File: config.mk
export PLATFORM = sky130hd
export DESIGN_NAME = wave_trace_render_flat
export DESIGN_NICKNAME = d
export VERILOG_FILES = /design/src/rtl/wave_scope_pkg.sv /design/src/rtl/wave_trace_render_if.sv /design/src/rtl/trace_span_cmp.sv /design/src/rtl/wave_trace_render.sv /design/src/flat_wrapper.sv
export SDC_FILE = /design/constraint.sdc
export NUM_CORES = 1
export LEC_CHECK = 0
export CAP_MARGIN = 15
export CORE_MARGIN = 4
export CORE_UTILIZATION = 54
export DETAILED_ROUTE_END_ITERATION = 8
export GPL_ROUTABILITY_DRIVEN = 1
export PLACE_DENSITY = 0.88
export SLEW_MARGIN = 20
export SYNTH_ARGS = -nofsm -noshare
export SYNTH_HDL_FRONTEND = slang
export SYNTH_SLANG_ARGS = --single-unit
export TNS_END_PERCENT = 50
File: constraint.sdc
create_clock -name pixel_clk -period 11.3 [get_ports pixel_clk]
set_input_delay 1.695 -clock pixel_clk [delete_from_list [all_inputs] [get_ports pixel_clk]]
set_output_delay 1.695 -clock pixel_clk [all_outputs]
set_load 0.02 [all_outputs]
File: src/rtl/wave_scope_pkg.sv
// Shared constants for the capture-buffer display path.
//   - Capture geometry: 1024 samples, each mapped onto a 256-row window.
//   - Default colours for the trace, the graticule and the background.
//   - Lock FSM state encoding, which the capture side also sees.
//   - Video coordinate width.
// sample_row() maps an 8-bit sample to its screen row. 0 lands on the bottom
// row of the window and 255 on the top row.
package wave_scope_pkg;

  localparam int unsigned CoordW     = 12;
  localparam int unsigned NumSamples = 1024;
  localparam int unsigned NumRows    = 256;
  localparam int unsigned AddrW      = 10;
  localparam int unsigned SampleW    = 8;
  localparam int unsigned RowW       = 8;

  typedef logic [23:0] rgb_t;

  localparam rgb_t CTraceDef = 24'hFFFF00;
  localparam rgb_t CGridDef  = 24'h404040;
  localparam rgb_t CBgDef    = 24'h000000;

  localparam int unsigned StateW = 2;
  localparam logic [StateW-1:0] S_IDLE = 2'd0;
  localparam logic [StateW-1:0] S_LOCK = 2'd1;
  localparam logic [StateW-1:0] S_ACK  = 2'd2;

  function automatic logic [CoordW-1:0] sample_row(input logic [CoordW-1:0] y_top,
                                                   input logic [SampleW-1:0] s);
    return y_top + CoordW'(NumRows - 1) - CoordW'(s);
  endfunction

endpackage

File: src/rtl/wave_trace_render_if.sv
// Bundles the signals between the trace renderer and its environment.
//   pixel_xpos/pixel_ypos : raster position from the video driver
//   trace_en              : draw the trace (1) or the graticule only (0)
//   cap_done              : the capture buffer holds a complete capture
//   rd_addr/rd_data       : capture RAM read port
//   buf_lock/cap_ack      : frame-level buffer lock handshake to the capture side
//   pixel_data            : RGB888 out to the display path
// The master modport is the renderer. The slave modport is the surrounding
// video, RAM and capture logic.
interface wave_trace_render_if;

  logic [wave_scope_pkg::CoordW-1:0]  pixel_xpos;
  logic [wave_scope_pkg::CoordW-1:0]  pixel_ypos;
  logic                               trace_en;
  logic                               cap_done;
  logic [wave_scope_pkg::AddrW-1:0]   rd_addr;
  logic [wave_scope_pkg::SampleW-1:0] rd_data;
  logic                               buf_lock;
  logic                               cap_ack;
  wave_scope_pkg::rgb_t               pixel_data;

  modport master (
    input  pixel_xpos,
    input  pixel_ypos,
    input  trace_en,
    input  cap_done,
    input  rd_data,
    output rd_addr,
    output buf_lock,
    output cap_ack,
    output pixel_data
  );

  modport slave (
    output pixel_xpos,
    output pixel_ypos,
    output trace_en,
    output cap_done,
    output rd_data,
    input  rd_addr,
    input  buf_lock,
    input  cap_ack,
    input  pixel_data
  );

endinterface

File: src/rtl/trace_span_cmp.sv
// Decides whether the current pixel row lies on the trace segment of one column.
// The segment joins the previous column's sample to this column's sample.
// Ports:
//   clk_i, sys_rst_ni : clock and synchronous active-low reset
//   sample_i          : RAM read data, which is the sample of the column now on pixel_xpos
//   first_col_i       : column 0 of the window; no segment back to the previous line
//   ypos_i            : current pixel row
//   hit_o             : the row lies within [lo, hi] of this column's segment
module trace_span_cmp
  import wave_scope_pkg::*;
#(
  parameter logic [CoordW-1:0] Y_TOP = 12'd200
) (
  input  logic               clk_i,
  input  logic               sys_rst_ni,
  input  logic [SampleW-1:0] sample_i,
  input  logic               first_col_i,
  input  logic [CoordW-1:0]  ypos_i,
  output logic               hit_o
);

  // last_q captures the RAM output every cycle. The raster advances one column
  // per cycle, so when this column is compared, last_q holds the previous
  // column's sample.
  logic [SampleW-1:0] last_q, last_d;
  logic [SampleW-1:0] prev_s;
  logic [CoordW-1:0]  sy_cur, sy_prev, lo, hi;

  always_comb begin
    last_d  = sample_i;
    prev_s  = first_col_i ? sample_i : last_q;
    sy_cur  = sample_row(Y_TOP, sample_i);
    sy_prev = sample_row(Y_TOP, prev_s);
    if (sy_cur <= sy_prev) begin
      lo = sy_cur;
      hi = sy_prev;
    end else begin
      lo = sy_prev;
      hi = sy_cur;
    end
    hit_o = (ypos_i >= lo) && (ypos_i <= hi);
  end

  always_ff @(posedge clk_i) begin
    if (!sys_rst_ni) begin
      last_q <= '0;
    end else begin
      last_q <= last_d;
    end
  end

endmodule

File: src/rtl/wave_trace_render.sv
// Reads the capture RAM back in raster order and renders it as pixels.
// Each pixel gets a graticule, a border and a connected trace, with one sample
// per column. The block also holds a frame-level lock on the buffer, so the
// capture side cannot overwrite the buffer while it is on screen.
// Ports:
//   pixel_clk : the only clock
//   sys_rst_n : synchronous active-low reset
//   bus       : master side of wave_trace_render_if. It carries the raster
//               position, the RAM read port, the lock handshake and pixel_data.
// Pixel data is registered. Coordinates presented at cycle t give that
// pixel's colour at t+1.
module wave_trace_render
  import wave_scope_pkg::*;
#(
  parameter logic [CoordW-1:0] X_START   = 12'd9,
  parameter logic [CoordW-1:0] Y_TOP     = 12'd200,
  parameter int unsigned       RD_LAT    = 2,   // 1..4
  parameter int unsigned       GRID_STEP = 32,  // power of 2
  parameter rgb_t              C_TRACE   = CTraceDef,
  parameter rgb_t              C_GRID    = CGridDef,
  parameter rgb_t              C_BG      = CBgDef
) (
  input logic                 pixel_clk,
  input logic                 sys_rst_n,
  wave_trace_render_if.master bus
);

  localparam logic [AddrW-1:0]  XStartLo = X_START[AddrW-1:0];
  localparam logic [AddrW-1:0]  RdLatA   = AddrW'(RD_LAT);
  localparam logic [AddrW-1:0]  ColMask  = AddrW'(GRID_STEP - 1);
  localparam logic [RowW-1:0]   RowMask  = RowW'(GRID_STEP - 1);
  localparam logic [AddrW-1:0]  ColLast  = AddrW'(NumSamples - 1);
  localparam logic [RowW-1:0]   RowLast  = RowW'(NumRows - 1);
  localparam logic [CoordW-1:0] XLast    = X_START + CoordW'(NumSamples - 1);
  localparam logic [CoordW-1:0] YLast    = Y_TOP + CoordW'(NumRows - 1);

  logic [CoordW-1:0] x, y;
  logic [CoordW-1:0] col_full, row_full;
  logic [AddrW-1:0]  col;
  logic [RowW-1:0]   row;
  logic              in_win, frame_start, last_px;
  logic              span_hit, on_border, on_grat;

  logic [StateW-1:0] state_q, state_d;
  logic              buf_lock_q, buf_lock_d;
  logic              cap_ack_q, cap_ack_d;
  logic              lock_valid_q, lock_valid_d;
  rgb_t              pixel_q, pixel_d;

  assign x        = bus.pixel_xpos;
  assign y        = bus.pixel_ypos;
  assign col_full = x - X_START;
  assign row_full = y - Y_TOP;
  assign col      = col_full[AddrW-1:0];
  assign row      = row_full[RowW-1:0];

  assign in_win = (x >= X_START) && (col_full < CoordW'(NumSamples)) &&
                  (y >= Y_TOP) && (row_full < CoordW'(NumRows));

  assign frame_start = (x == '0) && (y == '0);
  assign last_px     = (x == XLast) && (y == YLast);

  // Prefetch RD_LAT columns ahead, so the sample for column x is on rd_data
  // while pixel_xpos == x. Outside the window the address wraps harmlessly.
  assign bus.rd_addr = sys_rst_n ? (x[AddrW-1:0] - XStartLo + RdLatA) : '0;

  trace_span_cmp #(
    .Y_TOP (Y_TOP)
  ) u_span (
    .clk_i       (pixel_clk),
    .sys_rst_ni  (sys_rst_n),
    .sample_i    (bus.rd_data),
    .first_col_i (col == '0),
    .ypos_i      (y),
    .hit_o       (span_hit)
  );

  assign on_border = (col == '0) || (col == ColLast) || (row == '0) || (row == RowLast);

  // Both graticule directions are dotted: vertical lines use even rows,
  // horizontal lines use even columns.
  assign on_grat = (((col & ColMask) == '0) && !y[0]) ||
                   (((row & RowMask) == '0) && !col[0]);

  always_comb begin
    state_d      = state_q;
    buf_lock_d   = buf_lock_q;
    cap_ack_d    = 1'b0;
    lock_valid_d = lock_valid_q;
    unique case (state_q)
      S_IDLE: begin
        // With no new capture the previous lock_valid is kept, so the last
        // trace is redrawn.
        if (frame_start && bus.cap_done) begin
          state_d      = S_LOCK;
          buf_lock_d   = 1'b1;
          lock_valid_d = 1'b1;
        end
      end
      S_LOCK: begin
        if (last_px) begin
          state_d    = S_ACK;
          buf_lock_d = 1'b0;
          cap_ack_d  = 1'b1;
        end
      end
      S_ACK: begin
        state_d = S_IDLE;
      end
      default: begin
        state_d    = S_IDLE;
        buf_lock_d = 1'b0;
      end
    endcase
  end

  always_comb begin
    pixel_d = C_BG;
    if (!in_win) begin
      pixel_d = C_BG;
    end else if (bus.trace_en && lock_valid_q && span_hit) begin
      pixel_d = C_TRACE;
    end else if (on_border || on_grat) begin
      pixel_d = C_GRID;
    end
  end

  always_ff @(posedge pixel_clk) begin
    if (!sys_rst_n) begin
      state_q      <= S_IDLE;
      buf_lock_q   <= 1'b0;
      cap_ack_q    <= 1'b0;
      lock_valid_q <= 1'b0;
      pixel_q      <= C_BG;
    end else begin
      state_q      <= state_d;
      buf_lock_q   <= buf_lock_d;
      cap_ack_q    <= cap_ack_d;
      lock_valid_q <= lock_valid_d;
      pixel_q      <= pixel_d;
    end
  end

  assign bus.buf_lock   = buf_lock_q;
  assign bus.cap_ack    = cap_ack_q;
  assign bus.pixel_data = pixel_q;

endmodule
File: src/flat_wrapper.sv
// flat-port wrapper written by rule: the top's interface ports become plain ports
module wave_trace_render_flat import wave_scope_pkg::*;
#(
  parameter logic [CoordW-1:0] X_START   = 12'd9,
  parameter logic [CoordW-1:0] Y_TOP     = 12'd200,
  parameter int unsigned       RD_LAT    = 2,          
  parameter int unsigned       GRID_STEP = 32,               
  parameter rgb_t              C_TRACE   = CTraceDef,
  parameter rgb_t              C_GRID    = CGridDef,
  parameter rgb_t              C_BG      = CBgDef
)
  (pixel_clk, sys_rst_n, bus_pixel_xpos, bus_pixel_ypos, bus_trace_en, bus_cap_done, bus_rd_data, bus_rd_addr, bus_buf_lock, bus_cap_ack, bus_pixel_data);
  wave_trace_render_if bus_i ();
  input logic pixel_clk;
  input logic sys_rst_n;
  input wire logic [$bits(bus_i.pixel_xpos)-1:0] bus_pixel_xpos;
  input wire logic [$bits(bus_i.pixel_ypos)-1:0] bus_pixel_ypos;
  input wire logic [$bits(bus_i.trace_en)-1:0] bus_trace_en;
  input wire logic [$bits(bus_i.cap_done)-1:0] bus_cap_done;
  input wire logic [$bits(bus_i.rd_data)-1:0] bus_rd_data;
  output wire logic [$bits(bus_i.rd_addr)-1:0] bus_rd_addr;
  output wire logic [$bits(bus_i.buf_lock)-1:0] bus_buf_lock;
  output wire logic [$bits(bus_i.cap_ack)-1:0] bus_cap_ack;
  output wire logic [$bits(bus_i.pixel_data)-1:0] bus_pixel_data;
  assign bus_i.pixel_xpos = bus_pixel_xpos;
  assign bus_i.pixel_ypos = bus_pixel_ypos;
  assign bus_i.trace_en = bus_trace_en;
  assign bus_i.cap_done = bus_cap_done;
  assign bus_i.rd_data = bus_rd_data;
  assign bus_rd_addr = bus_i.rd_addr;
  assign bus_buf_lock = bus_i.buf_lock;
  assign bus_cap_ack = bus_i.cap_ack;
  assign bus_pixel_data = bus_i.pixel_data;
  wave_trace_render #(.X_START(X_START), .Y_TOP(Y_TOP), .RD_LAT(RD_LAT), .GRID_STEP(GRID_STEP), .C_TRACE(C_TRACE), .C_GRID(C_GRID), .C_BG(C_BG)) u_core (.pixel_clk(pixel_clk), .sys_rst_n(sys_rst_n), .bus(bus_i));
endmodule
======== After elaboration in Yosys (flattened, before gate mapping) ========
Cells that the tools add are included.
word-level totals
  input port bits ......................... 36
  register bits ........................... 37
  logic and storage cells ................. 75
  output and inout bits ................... 36
cells by class
  reductions and logical operators ........ 31
  bitwise gates (word level) .............. 3
  equality and inequality tests ........... 8
  mux-type cells .......................... 13
  magnitude comparators ................... 7
  add/sub/neg operators ................... 6
operators by type and width
  kind                                                                     number
  12-bit <= comparator                                                     2
  12-bit zero test                                                         2
  12-bit 2-to-1 mux                                                        2
  24-bit 2-to-1 mux                                                        1
  23-bit 2-to-1 mux                                                        1
  10-bit zero test                                                         2
  9-bit by 8-bit subtractor with 10-bit output (first input constant)      2
  8-bit zero test                                                          2
  12-bit by 11-bit == test with 1-bit output (second input constant)       1
  12-bit by 9-bit == test with 1-bit output (second input constant)        1
  12-bit >= comparator                                                     1
  12-bit by 4-bit >= comparator with 1-bit output (second input constant)  1
  12-bit by 8-bit >= comparator with 1-bit output (second input constant)  1
  12-bit by 11-bit < comparator with 1-bit output (second input constant)  1
  12-bit by 9-bit < comparator with 1-bit output (second input constant)   1
  12-bit by 4-bit subtractor with 12-bit output (second input constant)    1
  12-bit by 8-bit subtractor with 12-bit output (second input constant)    1
  1-bit logical AND                                                        11
  10-bit by 2-bit adder with 10-bit output (second input constant)         1
  10-bit == test (second input constant)                                   1
  10-bit 2-to-1 mux                                                        1
  10-bit by 4-bit subtractor with 10-bit output (second input constant)    1
  8-bit == test (second input constant)                                    1
  8-bit 2-to-1 mux                                                         1
  14 further kinds                                                         28

======== Logic depth before layout (Yosys ltp) ========
Gate-level depths: netlist (run 1).
  depth after elaboration ................. 10
  mapped depth ............................ 29
  gate-level depth less buffers ........... 27

======== Cells and area by module ========
A second synthesis (run 1) with hierarchy kept.
second synthesis, totals
  cell total of the unflattened synthesis .. 303
  area total of the unflattened synthesis .. 2473.6 um^2
by module, submodules not included
  module             sequential area each (um^2)  cells an instance  area each (um^2)  instances
  trace_span_cmp     160.2                        147                1293.7            1
  wave_trace_render  160.2                        156                1179.9            1

======== Worst setup path after synthesis (run 1) ========
Ideal clock, no wire load.
  path type ............................... input -> register
  start ................................... input port bus_pixel_xpos[5]
  end ..................................... register u_core.pixel_q[6], in the netlist u_core.bus.pixel_data[6]
  required time ........................... 11.172 ns
  setup time .............................. 0.128 ns
  buffers on the path ..................... 2
  slack ................................... 3.713 ns
  data arrival time ....................... 7.459 ns
  stages .................................. 27
  cells stage by stage .................... buf_2 -> or4_4 -> nor3_1 -> xor2_1 -> nor4_4 -> buf_6 -> mux2i_1 -> ha_1 -> inv_1 -> o21ai_0 -> xnor2_1 -> mux2i_1 -> inv_1 -> ha_1 -> a21oi_1 -> o21ai_0 -> a2111oi_2 -> nor2_1 -> nor2_2 -> mux2_2 -> ha_1 -> o21ai_0 -> a21oi_1 -> a2111oi_0 -> o21ai_0 -> a211o_1 -> nor3b_1
between the ends
  longest elaborated chain between the ends .. 10
  elaborated cells on any way between the ends .. 24
  those cells by class .................... add/sub (2); order compare (5); eq/ne (1); mux (4); bitwise (1); reduce/logical (11)
RTL lines
  element                                                              line                                              text
  start: declaration                                                   flat_wrapper.sv:16                                input wire logic [$bits(bus_i.pixel_xpos)-1:0] bus_pixel_xpos;
  12-bit by 4-bit subtractor with 12-bit output                        wave_trace_render.sv:52                           assign col_full = x - X_START;
  10-bit zero test                                                     wave_trace_render.sv:73, wave_trace_render.sv:78
  8-bit 2-to-1 mux                                                     trace_span_cmp.sv:31                              prev_s = first_col_i ? sample_i : last_q;
  9-bit by 8-bit subtractor with 10-bit output                         wave_scope_pkg.sv:30                              return y_top + CoordW'(NumRows - 1) - CoordW'(s);
  12-bit <= comparator                                                 trace_span_cmp.sv:34                              if (sy_cur <= sy_prev) begin
  12-bit 2-to-1 mux                                                    trace_span_cmp.sv:34
  12-bit >= comparator / 12-bit <= comparator (equally long branches)  trace_span_cmp.sv:41                              hit_o = (ypos_i >= lo) && (ypos_i <= hi);
  1-bit logical AND                                                    trace_span_cmp.sv:41
  1-bit logical AND                                                    wave_trace_render.sv:121                          end else if (bus.trace_en && lock_valid_q && span_hit) begin
  3-bit OR reduction (no source line)                                  --
  end signal: assignment                                               wave_trace_render.sv:140                          pixel_q <= pixel_d;
  end: declaration                                                     wave_trace_render.sv:48                           rgb_t pixel_q, pixel_d;
Several ways; a longest one is shown, not always the timed one.
A chain may end at the register's enable or synchronous reset.

======== Final worst setup path (run 1) ========
  start ................................... input port bus_pixel_xpos[0]
  end ..................................... register u_core.pixel_q[6], in the netlist u_core.bus.pixel_data[6]
Same word-level chain as after synthesis.

==> flow_summary_export.csv, run 1 <==
group,metric,value,unit
run_status,outcome,"finished clean",
cts,htree_num_levels,1,
cells_and_area,n_antenna_cell,0,
cells_and_area,area_growth,21.1,%
route,dr.pass1.iters,5,
setup_path,slowest_delay,970,ps
setup_path,cp.arrival,9330,ps
pwr,p_clk_share,20.8,%
placed_design,dp_hpwl,5.54,mm
cells_and_area,final_common_cell,"clkdlybuf4s50_1",
global_route,grtUsageTotal,22.3,%
route,vias,2607,
pwr,vdd_ir_drop_max,0.0640,mV
cts,cts_resized,0,
floorplanning,start_util,56.2,%
setup_path,path_delay_family,"compound AO/OA/AOI/OAI gates",
setup_path,cp_max_fo,16,
cells_and_area,mostFrequentLayoutCells,"64 x clkdlybuf4s50_1, 34 x ha_1, 20 x nor2_1",
cts,clk_latency,250,ps
sta,fin_tns_setup,0,ps
route,vias_per_cell,5.88,
setup_path,worstSetupPathType,"input port to register",
global_route,grt_pass1_wl,11.2,mm
cts,post_cts_buffers,0,
cells_and_area,nets,447,
global_route,antenna_found_initial,0,
setup_path,crit_slowest_cell,"nor4_4",
cts,cts_root_buffer,"clkbuf_8",
route,drc,0,
synth,syn_inst,338,
synth,ys.flop_type,"dfxtp_1",
floorplanning,core_area,4750,µm²
synth,ys_seq_area_share,12.0,%
synth,ys_ff_latch,16,
floorplanning,die_w,78.4,µm
cts,tritoncts,"yes",
placed_design,portBuffers,64,
cells_and_area,drive_gt1_share,5.85,%
setup_path,crit_cells,27,
cts,clk_pin_slew_worst_paths,70,ps
synth,syn_area_per_cell,7.91,µm²
setup_path,critPathRequiredTime,11440,ps
synth,ys_top_cells_by_area,"ha_1 16%, dfxtp_1 12%, mux2i_1 6.4%",
route,drtIter0Drc,156,
sta,fmax,0.109,GHz
placed_design,place_congestion,0.956,
setup_path,path_buf_inv,4,
synth,synth.distinct_cells,56,
sta,rsz0062_at_grt,"false",
sta,relSlewSlack,27.7,%
synth,synth-edff-count,0,
pwr,switching_share,39.4,%
global_route,grt_overflow_total,0,
floorplanning,io_pins,72,
synth,synthArstFlopShare,0,%
sta,hold_viol_final,0,
global_route,grt_max_degree,25,
floorplanning,die-area,6140,µm²
synth,synth_area_leader_cell,"ha_1",
pwr,seqPwrFrac,23.1,%
setup_path,rrSetupSlack,5990,ps
pwr,comb_power_share,56.1,%
setup_path,crit_path_end_kind,"register",
route,drt_wl_total,6.97,mm
sta,fin_hold_ws,480,ps
sta,min_period,9190,ps
setup_path,start_kind,"input port",
sta,finalSetupViolCount,0,
floorplanning,num_rows,25,
synth,yosysWarnings,0,
pwr,power_switching,0.101,mW
cts,cts_sinks,16,
cts,cts_buffer_depth,2,
pwr,power_density,79.1,nW/µm²
synth,yosys.area.top_type_share,15.9,%
floorplanning,die_h,78.4,µm
pwr,p_int,0.155,mW
global_route,first_global_vias,2367,
sta,skew,5.83,ps
route,wl_per_cell,15.7,µm
sta,final.period_utilization,81.3,%
pwr,leakagePower,1.31,nW
sta,tightest_slew,1080,ps
sta,slew_viol_final,0,
cts,cts-hold-fix-buffers,0,
route,antenna_left,0,
min_path,whs_path_depth,1,
min_path,min_path_type,"register to register",
setup_path,worstRegToRegCells,21,
cts,cts_buffers,3,
synth,syn_area,2670,µm²
run,max_cap_violations,0,
cells_and_area,n_fill_cell,390,
worst register-to-register path: cells and delay by family, from the launching register on:
kind            cells  cell delay [ps]
fa+ha+maj           3              840
simple gates        3              750
compound gates      9             2150
buf+inv             2              190
xor+xnor            1              100
flops               1              350
mux                 3              820
power groups by stage:
stage | clock network, mW | logic, mW | registers, mW
floorplan | 0 | 0.101 | 0.0601
global placement | 0 | 0.136 | 0.0605
global route | 0.0553 | 0.159 | 0.0593
detailed placement | 0 | 0.140 | 0.0605
finish | 0.0531 | 0.144 | 0.0593
CTS | 0.0535 | 0.142 | 0.0592
logic make-up (layout without fill, tap and decap cells):
group	after synthesis	count (layout)	share of synthesized area [%]
compound gates	67	67	16.8
xor+xnor	19	19	6.23
fa+ha+maj	34	34	15.9
buf+inv	53	85	11.3
flops	16	16	12.0
mux	27	27	11.0
other cells	1	7	0.140
simple gates	121	121	26.7
state kept, by name (all words and copies together) (netlist names):
register and cells:
u_core.bus.buf_lock 1, u_core.bus.cap_ack 1, u_core.bus.pixel_data 3, u_core.lock_valid_q 1, u_core.state_q 2, u_core.u_span.last_q 8
routing by layer:
layer / vias up / routed length, µm / global-route usage, %
li1: 1285 / - / -
met5: - / 0 / 0
met4: 0 / 93 / 5.07
met3: 13 / 654 / 4.93
met1: 1174 / 3180 / 31.4
met2: 135 / 3040 / 34.8
per-stage QoR:
stage / instances / power (mW) / area [µm²] / utilization, % / setup slack [ps]
3_5_place_dp: 439 / 0.200 / 3180 / 66.9 / 2140
4_1_cts: 443 / 0.255 / 3240 / 68.1 / 2260
3_3_place_gp: 439 / 0.197 / 3180 / 66.9 / 2540
6_report: 443 / 0.256 / 3240 / 68.1 / 2110
5_1_grt: 443 / 0.274 / 3240 / 68.1 / 1540
2_1_floorplan: 344 / 0.161 / 2700 / - / 3710
synthesized netlist by cell type (all sizes together), types with 12 or more instances:
cell,instances
buf,25
and2,14
nor2,21
o21ai,17
nor3,13
inv,17
dfxtp,16
xnor2,12
ha,34
a21oi,14
nand2,13
mux2i,17
cell type report:
class	count	area (µm²)	share of cell area (%)
multi-input combinational	275	2070	64.1
sequential	16	320	9.90
tap	67	83.8	2.59
clock buffer	4	55.1	1.70
timing repair buffer	64	641	19.8
inverter	17	63.8	1.97
path summary, 6_finish.rpt:
| check | end | start |
|---|---|---|
| setup reg to reg | u_core.bus.pixel_data[6] | u_core.u_span.last_q[3] |
| setup / recovery | u_core.bus.pixel_data[6] | bus_pixel_xpos[0] |
| hold reg to reg | u_core.lock_valid_q | u_core.lock_valid_q |
| hold / removal | u_core.lock_valid_q | u_core.lock_valid_q |
No activity file was read; power rests on OpenSTA's default activity.
==> run 2, diff against run 1 <==
--- a/config.mk
+++ b/config.mk
@@ -7,10 +7,10 @@
 export LEC_CHECK = 0
 export CAP_MARGIN = 15
 export CORE_MARGIN = 4
-export CORE_UTILIZATION = 54
+export CORE_UTILIZATION = 50
 export DETAILED_ROUTE_END_ITERATION = 8
 export GPL_ROUTABILITY_DRIVEN = 1
-export PLACE_DENSITY = 0.88
+export PLACE_DENSITY = 0.82
 export SLEW_MARGIN = 20
 export SYNTH_ARGS = -nofsm -noshare
 export SYNTH_HDL_FRONTEND = slang
==> constraint.sdc (replaced) <==
create_clock -name pixel_clk -period 9.4 [get_ports pixel_clk]
set_input_delay 1.41 -clock pixel_clk [delete_from_list [all_inputs] [get_ports pixel_clk]]
set_output_delay 1.41 -clock pixel_clk [all_outputs]
set_load 0.02 [all_outputs]
==> run 2 against run 1 <==
- register-to-register slack got worse by 1700 ps
- sequential cell count unchanged
- non-clock buffer count increased by 2
- final cell count increased by 1.1%
- total power increased by 19%
- critical endpoint unchanged
==> flow_summary_export.csv, run 2 (synthesis gave the netlist of run 1 again) <==
group,metric,value,unit
setup_path,path_buf_inv,4,
pwr,total_power,0.306,mW
min_path,min_path_type,"register to register",
cells_and_area,nets,449,
route,wl_per_cell,15.3,µm
route,drt_wl_total,6.86,mm
sta,finalSetupViolCount,0,
floorplanning,core_area,5140,µm²
route,drtIter0Drc,155,
floorplanning,io_pins,72,
cells_and_area,n_fill_cell,474,
setup_path,crit_slowest_cell,"nor4_4",
sta,tightest_slew,856,ps
cts,cts_sinks,16,
sta,hold_viol_final,0,
route,antenna_left,0,
route,vias_per_cell,5.74,
cts,cts_buffer_depth,2,
route,highest_layer,"met4",
cts,clk_pin_slew_worst_paths,80,ps
cells_and_area,n_antenna_cell,0,
global_route,grtUsageTotal,21.3,%
route,wl_met3,524,µm
global_route,grt_overflow_total,0,
route,dr.pass1.iters,4,
sta,relSlewSlack,42.5,%
floorplanning,die_h,81.1,µm
cells_and_area,drive_gt1_share,6.35,%
sta,fin_tns_setup,0,ps
run_status,outcome,"finished clean",
cts,post_cts_buffers,0,
run,max_cap_violations,0,
global_route,first_global_vias,2363,
pwr,vdd_ir_drop_max,0.0670,mV
route,wl_met1,3.24,mm
global_route,antenna_found_initial,0,
setup_path,start_kind,"input port",
placed_design,dp_hpwl,5.49,mm
placed_design,place_congestion,0.940,
cells_and_area,mostFrequentLayoutCells,"64 x clkdlybuf4s50_1, 34 x ha_1, 20 x nor2_1",
setup_path,critPathRequiredTime,9550,ps
cts,cts_buffers,3,
cts,cts_root_buffer,"clkbuf_8",
cts,cts_resized,0,
setup_path,path_delay_family,"compound AO/OA/AOI/OAI gates",
placed_design,portBuffers,64,
global_route,grt_max_degree,25,
sta,final.period_utilization,91.3,%
sta,slew_viol_final,0,
sta,fmax,0.117,GHz
cells_and_area,finish.utilization,63.3,%
sta,skew,13.0,ps
setup_path,worstSetupPathType,"input port to register",
setup_path,slowest_delay,810,ps
floorplanning,die_w,81.1,µm
sta,rsz0062_at_grt,"false",
global_route,grt_pass1_wl,11.2,mm
route,vias,2572,
setup_path,cp.arrival,8730,ps
placed_design,pre_cts_slack,606,ps
floorplanning,num_rows,26,
cells_and_area,top_register,"u_core.u_span.last_q",
cts,clk_latency,260,ps
cells_and_area,final_common_cell,"clkdlybuf4s50_1",
route,drc,0,
cells_and_area,area_growth,21.8,%
pwr,leakagePower,1.33,nW
sta,worst_slack,819,ps
setup_path,cp_max_fo,11,
setup_path,crit_path_end_kind,"register",
setup_path,crit_top_cell,"ha_1",
floorplanning,die-area,6580,µm²
cts,tritoncts,"yes",
cts,cts-hold-fix-buffers,0,
floorplanning,start_util,52.0,%
cts,htree_num_levels,1,
cells_and_area,largest_register_ffs,8,
route,routed-wl-met2,3.07,mm
pwr,power_density,93.9,nW/µm²
sta,min_period,8580,ps
## run 2: cell count changes in the layout (fill, tap and decap cells not counted)
cell / previous run / this run
buf_4: 0 / 2
## run 2: layer usage
metal,up-vias,global-route usage (%)
met1,1177,30.6
met2,104,34.1
met3,4,3.10
met4,0,3.21
met5,-,0
li1,1287,-
## run 2: where the power goes
| group | leakage, nW | total [mW] | switching [mW] | internal, mW |
|---|---|---|---|---|
| logic | 1.17 | 0.170 | 0.0905 | 0.0796 |
| clock network | 0.0288 | 0.0643 | 0.0270 | 0.0373 |
| registers | 0.131 | 0.0713 | 0.00164 | 0.0696 |
| total | 1.33 | 0.306 | 0.119 | 0.186 |
## run 2: final cells by class
type,instances,area (µm²),share of cell area (%)
Clock buffer,4,55.1,1.69
Inverter,17,63.8,1.96
Multi-Input combinational cell,275,2070,63.7
Sequential cell,16,320,9.84
Tap cell,70,87.6,2.69
Timing Repair Buffer,66,656,20.1
## run 2: metrics by stage
step	instances	cell area, µm²	hold WS, ps
finish	448	3260	469
global placement	444	3200	449
floorplan	344	2700	440
global route	448	3260	503
CTS	448	3260	472
detailed placement	444	3200	459
## run 2: worst paths after layout
path	startpoint	endpoint	slack, ps	cells after the start
max	bus_pixel_xpos[0]	u_core.bus.pixel_data[6]	820	26
max reg2reg	u_core.u_span.last_q[3]	u_core.bus.pixel_data[6]	4310	20
min reg2reg	u_core.lock_valid_q	u_core.lock_valid_q	470	1
min	u_core.lock_valid_q	u_core.lock_valid_q	470	1
